**src/rtl/johnson_ctrl_pkg.sv**
```systemverilog
// Shared types and constants for the Johnson sequence controller.
// Also holds the detector for the two codes a 3-bit Johnson ring never reaches.
package johnson_ctrl_pkg;

  localparam int JOHNSON_W = 3;

  localparam logic [JOHNSON_W-1:0] ILLEGAL_A = 3'b010;
  localparam logic [JOHNSON_W-1:0] ILLEGAL_B = 3'b101;

  typedef enum logic [1:0] {
    IDLE  = 2'd0,
    RUN   = 2'd1,
    FLUSH = 2'd2,
    DONE  = 2'd3
  } fsm_t;

  function automatic logic is_illegal(input logic [JOHNSON_W-1:0] code);
    return (code == ILLEGAL_A) || (code == ILLEGAL_B);
  endfunction

endpackage

```
**src/rtl/johnson_core.sv**
```systemverilog
// 3-bit Johnson phase register; shifts left by one bit, taking in shift_in.
// The controller decides when to shift and what bit enters.
module johnson_core
  import johnson_ctrl_pkg::*;
(
  input  logic                 clock,
  input  logic                 clear_n,
  input  logic                 shift_en,
  input  logic                 shift_in,
  output logic [JOHNSON_W-1:0] phase
);

  logic [JOHNSON_W-1:0] phase_q;

  always_ff @(posedge clock or negedge clear_n) begin
    if (!clear_n) begin
      phase_q <= '0;
    end else if (shift_en) begin
      phase_q <= {phase_q[JOHNSON_W-2:0], shift_in};
    end
  end

  assign phase = phase_q;

endmodule

```
**src/rtl/johnson_seq_ctrl.sv**
```systemverilog
// Sequencer that advances a Johnson phase a requested number of steps, then
// flushes it back to 000 and pulses done; handles hold, abort and illegal codes.
module johnson_seq_ctrl
  import johnson_ctrl_pkg::*;
#(
  parameter int STEP_W = 8
) (
  input  logic                 clock,
  input  logic                 clear_n,
  input  logic                 start,
  input  logic [STEP_W-1:0]    steps,
  input  logic                 hold,
  input  logic                 abort,
  output logic                 ready,
  output logic                 busy,
  output logic [JOHNSON_W-1:0] state,
  output logic [STEP_W-1:0]    steps_left,
  output logic                 done,
  output logic                 aborted,
  output logic                 illegal
);

  fsm_t              fsm_q, fsm_d;
  logic [STEP_W-1:0] steps_left_q, steps_left_d;
  logic              illegal_q, illegal_d;
  logic              aborted_q, aborted_d;
  logic              shift_en, shift_in;
  logic              code_bad;

  johnson_core u_core (
    .clock    (clock),
    .clear_n  (clear_n),
    .shift_en (shift_en),
    .shift_in (shift_in),
    .phase    (state)
  );

  assign code_bad = is_illegal(state);

  always_comb begin
    fsm_d        = fsm_q;
    steps_left_d = steps_left_q;
    illegal_d    = illegal_q;
    aborted_d    = aborted_q;
    shift_en     = 1'b0;
    shift_in     = 1'b0;

    case (fsm_q)
      IDLE: begin
        if (start) begin
          illegal_d = 1'b0;
          aborted_d = 1'b0;
          if (steps != '0) begin
            steps_left_d = steps;
            fsm_d        = RUN;
          end else begin
            fsm_d = DONE;
          end
        end
      end
      RUN: begin
        // abort beats both hold and the final advance
        if (abort) begin
          aborted_d = 1'b1;
          fsm_d     = FLUSH;
        end else if (!hold) begin
          shift_en = 1'b1;
          shift_in = ~state[JOHNSON_W-1];
          if (steps_left_q != '0) begin
            steps_left_d = steps_left_q - STEP_W'(1);
          end
          if (steps_left_q == STEP_W'(1) || steps_left_q == '0) begin
            fsm_d = FLUSH;
          end
        end
      end
      FLUSH: begin
        if (state != '0) begin
          shift_en = 1'b1;
        end else begin
          fsm_d = DONE;
        end
      end
      DONE: begin
        fsm_d = IDLE;
      end
      default: begin
        fsm_d = IDLE;
      end
    endcase

    // An unreachable code overrides normal sequencing; FLUSH keeps draining it.
    if (code_bad) begin
      illegal_d    = 1'b1;
      aborted_d    = 1'b1;
      steps_left_d = steps_left_q;
      fsm_d        = FLUSH;
      if (fsm_q != FLUSH) begin
        shift_en = 1'b0;
      end
      shift_in = 1'b0;
    end
  end

  always_ff @(posedge clock or negedge clear_n) begin
    if (!clear_n) begin
      fsm_q        <= IDLE;
      steps_left_q <= '0;
      illegal_q    <= 1'b0;
      aborted_q    <= 1'b0;
    end else begin
      fsm_q        <= fsm_d;
      steps_left_q <= steps_left_d;
      illegal_q    <= illegal_d;
      aborted_q    <= aborted_d;
    end
  end

  assign ready      = (fsm_q == IDLE);
  assign busy       = (fsm_q == RUN) || (fsm_q == FLUSH);
  assign done       = (fsm_q == DONE);
  assign aborted    = aborted_q;
  assign illegal    = illegal_q;
  assign steps_left = steps_left_q;

endmodule

```
**config.mk**
```make
export PLATFORM = sky130hd
export DESIGN_NAME = johnson_seq_ctrl
export DESIGN_NICKNAME = d
export VERILOG_FILES = /design/src/rtl/johnson_ctrl_pkg.sv /design/src/rtl/johnson_core.sv /design/src/rtl/johnson_seq_ctrl.sv
export SDC_FILE = /design/constraint.sdc
export NUM_CORES = 1
export LEC_CHECK = 0
export BUFFER_PORTS_ARGS = -buffer_cell sky130_fd_sc_hd__clkbuf_2
export CAP_MARGIN = 20
export CORE_MARGIN = 2
export CORE_UTILIZATION = 56
export CTS_BUF_LIST = sky130_fd_sc_hd__clkbuf_16
export CTS_CLUSTER_SIZE = 16
export DETAILED_ROUTE_END_ITERATION = 10
export PLACE_DENSITY = 0.83
export SYNTH_ARGS = -nofsm -noshare
export SYNTH_HDL_FRONTEND = slang
export SYNTH_SLANG_ARGS = --single-unit
```
**constraint.sdc**
```tcl
create_clock -name clock -period 3.5 [get_ports clock]
set_input_delay 0.175 -clock clock [delete_from_list [all_inputs] [get_ports clock]]
set_output_delay 0.175 -clock clock [all_outputs]
set_load 0.01 [all_outputs]
```
# Yosys cells after proc, flatten, opt, wreduce, memory -nomap -nowiden
# Index checks and enable logic that the tools add are counted.
[word_totals]
elab_cells = 71
out_inout_bits = 16
ff_bits = 15
input_bits = 13
[op_classes]
reduce_logical = 16
n_eq_ne = 17
mux = 30
bitwise = 2
addsub = 1
[op_table]
columns = ["operator", "count"]
rows = [
  ["$mux 8", 5],
  ["$pmux 8 s2", 1],
  ["$reduce_bool 8->1", 2],
  ["$mux 1", 14],
  ["$mux 2", 7],
  ["$ne 2x2->1 const B", 5],
  ["$eq 8x1->1 const B", 1],
  ["$logic_not 8->1", 1],
  ["$ne 4x4->1 const B", 2],
  ["$pmux 2 s4", 1],
  ["$sub 8x1->8 const B", 1],
  ["$reduce_and 7->1", 1],
  ["$ne 3x3->1 const B", 2],
  ["$reduce_bool 2->1", 3],
  ["$reduce_bool 3->1", 2],
  ["$eq 2x2->1 const B", 2],
  ["$pmux 1 s2", 2],
  ["$reduce_and 4->1", 1],
  ["$eq 3x2->1 const B", 1],
  ["$eq 3x3->1 const B", 1],
  ["$logic_or 1x1->1", 3],
  ["$ne 3x2->1 const B", 1],
  ["$reduce_and 3->1", 1],
  ["$eq 2x1->1 const B", 1],
  ["other kinds (4)", 5],
]

# Longest topological paths before layout
[logic_depth]
ltp_word = 7
mapped_depth = 8
ltp_nobuf = 7

# Cells and area by module
# Synthesis repeated with hierarchy kept, for this count alone.
[unflattened]
cells_unflattened = 126
area_unflattened_um2 = 1159.9
[by_module_without_submodules]
columns = ["module", "seq_area_each_um2", "cells_per_inst", "area_each_um2", "instances"]
rows = [
  ["johnson_seq_ctrl", 300.3, 120, 1051.0, 1],
  ["johnson_core", 75.1, 6, 108.9, 1],
]

# Least setup slack after synthesis
# Ideal clock, no wire load.
[synth_timing]
kind = "register to register"
start = "reg steps_left_q[0] (netlist: steps_left[0])"
end = "reg steps_left_q[4] (netlist: steps_left[4])"
path_stages_with_launch = 9
period_less_slack_ns = 2.030
required_ns = 3.363
setup_ns = 0.137
path_slack_ns = 1.470
n_path_buf = 1
arrival_time_ns = 1.893
path_cell_list = "dfrtp_1 -> clkbuf_1 -> inv_1 -> ha_1 -> or3b_2 -> o21a_1 -> and3_1 -> o32ai_1 -> a21oi_1"
[synth_between]
elab_chain_cells = 5
[synth_rtl]
columns = ["element", "line_no", "source"]
rows = [
  ["start, declared", "johnson_seq_ctrl.sv:24", "logic [STEP_W-1:0] steps_left_q, steps_left_d;"],
  ["start signal, assigned", "johnson_seq_ctrl.sv:113", "steps_left_q <= steps_left_d;"],
  ["$sub 8x1->8", "johnson_seq_ctrl.sv:70", "steps_left_d = steps_left_q - STEP_W'(1);"],
  ["$mux 8", "johnson_seq_ctrl.sv:69", "if (steps_left_q != '0) begin"],
  ["$mux 8", "johnson_seq_ctrl.sv:66", "end else if (!hold) begin"],
  ["$mux 8", "johnson_seq_ctrl.sv:63", "if (abort) begin"],
  ["$pmux 8 s2", "johnson_seq_ctrl.sv:48", "case (fsm_q)"],
]
# Parallel ways exist; a longest one is shown, timed or not. The select of a mux whose other input is x is not followed.
# A chain may end at the register's enable or synchronous reset.

# Worst setup path after layout
[layout_timing]
start = "reg fsm_q[1]"
end = "reg fsm_q[1]"
[layout_between]
elab_chain_cells = 3
[layout_rtl]
columns = ["element", "line_no", "source"]
rows = [
  ["start, declared", "johnson_seq_ctrl.sv:23", "fsm_t fsm_q, fsm_d;"],
  ["start signal, assigned", "johnson_seq_ctrl.sv:112", "fsm_q <= fsm_d;"],
  ["$eq 2x1->1, or another cell as far along", "johnson_seq_ctrl.sv:48", ""],
  ["$ne 4x4->1 (no source line), or another cell as far along", "n/a", ""],
  ["$reduce_and 4->1 (no source line) or $mux 2 (tied branches)", "n/a", ""],
]
# Parallel ways exist; a longest one is shown, timed or not.

==> run metrics <==
status=finished, final reports clean; Comb pwr share=a little over half; placed cells=between 150 and 200; Buf+Inv Stages, Crit Path=2; H-tree levels=1; CTS tree=done; vias per cell=roughly 6.7; Chip Width=about 49 um; I/O pins=29; Async SR Flop Fraction=100%; Post-synth top flop=dfrtp_1; height of the die=roughly 49 um; Crit Path Class=reg2reg; CTS Sinks=15; total global-route track usage=27.4%; worst rel slew slack=between 60% and 70%; yosys warns=0; Worst R2R Setup Slack=1.32 ns; WP data required=~3.6 ns; Arrival @ worst endpoint=2.31 ns; Sequential Power Share=28.8%; Pint=between 0.6 and 0.7 mW; VDD IR max=about 0.8 mV; layout cells sized above 1=roughly a quarter; Final nets=185; slowest CP cell=ha_1; Layout Cells excl Fill=approximately 190; grt ovf=0; clock slew at reported path FFs=~0.050 ns; Clk pwr share=between 10% and 20%; pwr/cell area=roughly 930 nW/um^2; first-pass GRT wire length=around 5000 um; Yosys reg bits=15; n_diodes=0; Worst path top cell family by delay=compound AO/OA/AOI/OAI gates; Max Clock Freq=around 460 MHz; EDFF count, synth=0; Syn Nets=around 150; final hold vios=0; most frequent cell on the critical path=inv_1; Crit path depth=6; DR WL/cell=approximately 16 um; CTS Buffer Depth=2; LEAKAGE=between 0.6 and 0.7 nW; clk_skew=0.00603 ns; worst slew pin tran=0.506 ns; # port buffers=28; crit end category=flop; RSZ-0062 raised after global routing=no; Hold Path Class=in2reg; Detailed Place HPWL=2170 um; CP startpoint kind=flop; die area=between 2000 and 2500 sq um; Crit path largest cell delay=between 0.4 and 0.5 ns; setup violators final=0; cell row count=16; setup TNS=0 ns; cts hold-fix bufs=1; R2R cell count=6; drc violations=0; NetSw=~0.61 mW; Seq/Total Area, Yosys=about a third; post-synthesis cell count=between 100 and 150; vias in the first global route=1,136; GP Congestion=between 0.8 and 0.9; Tcrit/Tclk final=62.3%; Resized Gates After CTS=0; setup bufs post-CTS=0; Synth-to-Final Area Change=21.5%; routed wire length=between 3000 and 4000 um; DRT Pass-1 Iters=4; largest fanout on the critical path=14; vias=around 1,300; largest net degree at the start of global routing=16; hold depth=3; final slew viol count=0; Max Cap Viol=0; antenna violations before repair=0; Switching Fraction=47.0%; ANT nets after route=0; synthesized area=approximately 1200 sq um; Initial Util=roughly 59%; total power=1.31 mW; Clock Latency Late Sink=approximately 0.25 ns; Avg Inst Size Synth=8.60 sq um; fin crit period=about 2.2 ns; Root Buffer=clkbuf_16; core area=1940 sq um; cells along the critical path=inv_1 -> ha_1 -> inv_1 -> a211o_1 -> o32ai_2 -> mux2_4; Distinct cells, synth=43; DR iter-0 viols=roughly 100; cts bufs inserted=3
==> power by group through the flow <==
stage | sequential, mW | clock, mW | combinational (mW)
after floorplan | 0.362 | 0 | 0.496
after global placement | 0.367 | 0 | 0.679
after detailed placement | 0.375 | 0 | 0.692
after CTS | 0.372 | 0.226 | 0.702
after global routing | 0.394 | 0.236 | 0.775
final | 0.376 | 0.223 | 0.708
==> worst paths after layout <==
| check | endpoint | from |
|---|---|---|
| max in group asynchronous | illegal | clear_n |
| min in group asynchronous | steps_left[7] | clear_n |
| min reg2reg | illegal | illegal |
| min | steps_left[0] | steps[0] |
| max reg2reg | fsm_q[1] | fsm_q[1] |
| max | fsm_q[1] | fsm_q[1] |
==> worst reg2reg max path, cell delays in order (launching register included) <==
cell     delay, ns
dfrtp_1       0.40
inv_1         0.09
ha_1          0.47
inv_1         0.24
a211o_1       0.33
o32ai_2       0.19
mux2_4        0.33
==> layout make-up <==
class	count	area [sq um]
Inverter	8	30.0
Tap cell	27	33.8
Clock inverter	1	3.75
Multi-Input combinational cell	108	732
Sequential cell	15	375
Fill cell	145	542
Clock buffer	3	75.1
Timing Repair Buffer	29	150
==> through the flow <==
step | hold WS [ns] | worst slack [ns] | utilization (%) | cell area [sq um]
finish | 0.207 | 1.32 | 72.1 | 1400
global route | 0.237 | 1.28 | 72.1 | 1400
CTS | 0.206 | 1.37 | 72.1 | 1400
detailed placement | 0.114 | 1.37 | 67.5 | 1310
global placement | 0.112 | 1.44 | 67.5 | 1310
floorplan | -0.121 | 1.47 | - | 1150
==> cells in the mapped netlist (2+ instances only) <==
cell	instances	share of area, %
dfrtp_1	15	33
nand3_1	2	0.87
a21oi_1	12	5.2
nor2_2	2	1.1
nor4_2	2	2.2
inv_1	8	2.6
a311oi_1	5	3.8
nand4_1	5	2.7
a31oi_1	3	1.6
o211ai_1	2	1.3
o22ai_1	2	1.1
nor3_1	2	0.87
nand2b_1	2	1.1
nor2_1	14	4.6
or3_1	2	1.1
nor4_1	4	2.2
ha_1	7	7.6
clkbuf_1	2	0.65
nand2_1	11	3.6
o21ai_0	8	3.5
o41ai_1	2	1.5
==> registers in the layout (all words and copies together), names as in the netlist <==
| name | flops |
|---|---|
| illegal | 1 |
| fsm_q | 2 |
| aborted | 1 |
| steps_left | 8 |
| u_core.phase | 3 |
==> placed cells by master, fill, tap and decap left out, types with 4 or more instances in the layout <==
cell and count:
clkbuf_2 28, nor4_1 4, nor2_1 14, a311oi_1 5, nand2_1 11, inv_1 9
dfrtp_1 15, a21oi_1 12, nand4_1 5, ha_1 7, o21ai_0 8
==> routing by layer <==
| metal | wire, um | GRT usage [%] | share of wire [%] |
|---|---|---|---|
| met2 | 1390 | 41.9 | 45 |
| met4 | 80 | 15.7 | 2.6 |
| met1 | 1240 | 36.7 | 40 |
| met3 | 362 | 3.99 | 12 |
| met5 | 0 | 0 | 0 |
==> kinds of logic (layout without fill, tap and decap cells) <==
| family | Yosys count | in the layout | share of synthesized area [%] |
|---|---|---|---|
| compound gates | 48 | 48 | 29.8 |
| fa+ha+maj | 7 | 7 | 7.60 |
| buf+inv | 11 | 41 | 3.91 |
| flops | 15 | 15 | 32.6 |
| mux | 2 | 2 | 2.17 |
| simple gates | 51 | 51 | 24.0 |
Power figures use the tool's default switching activity.
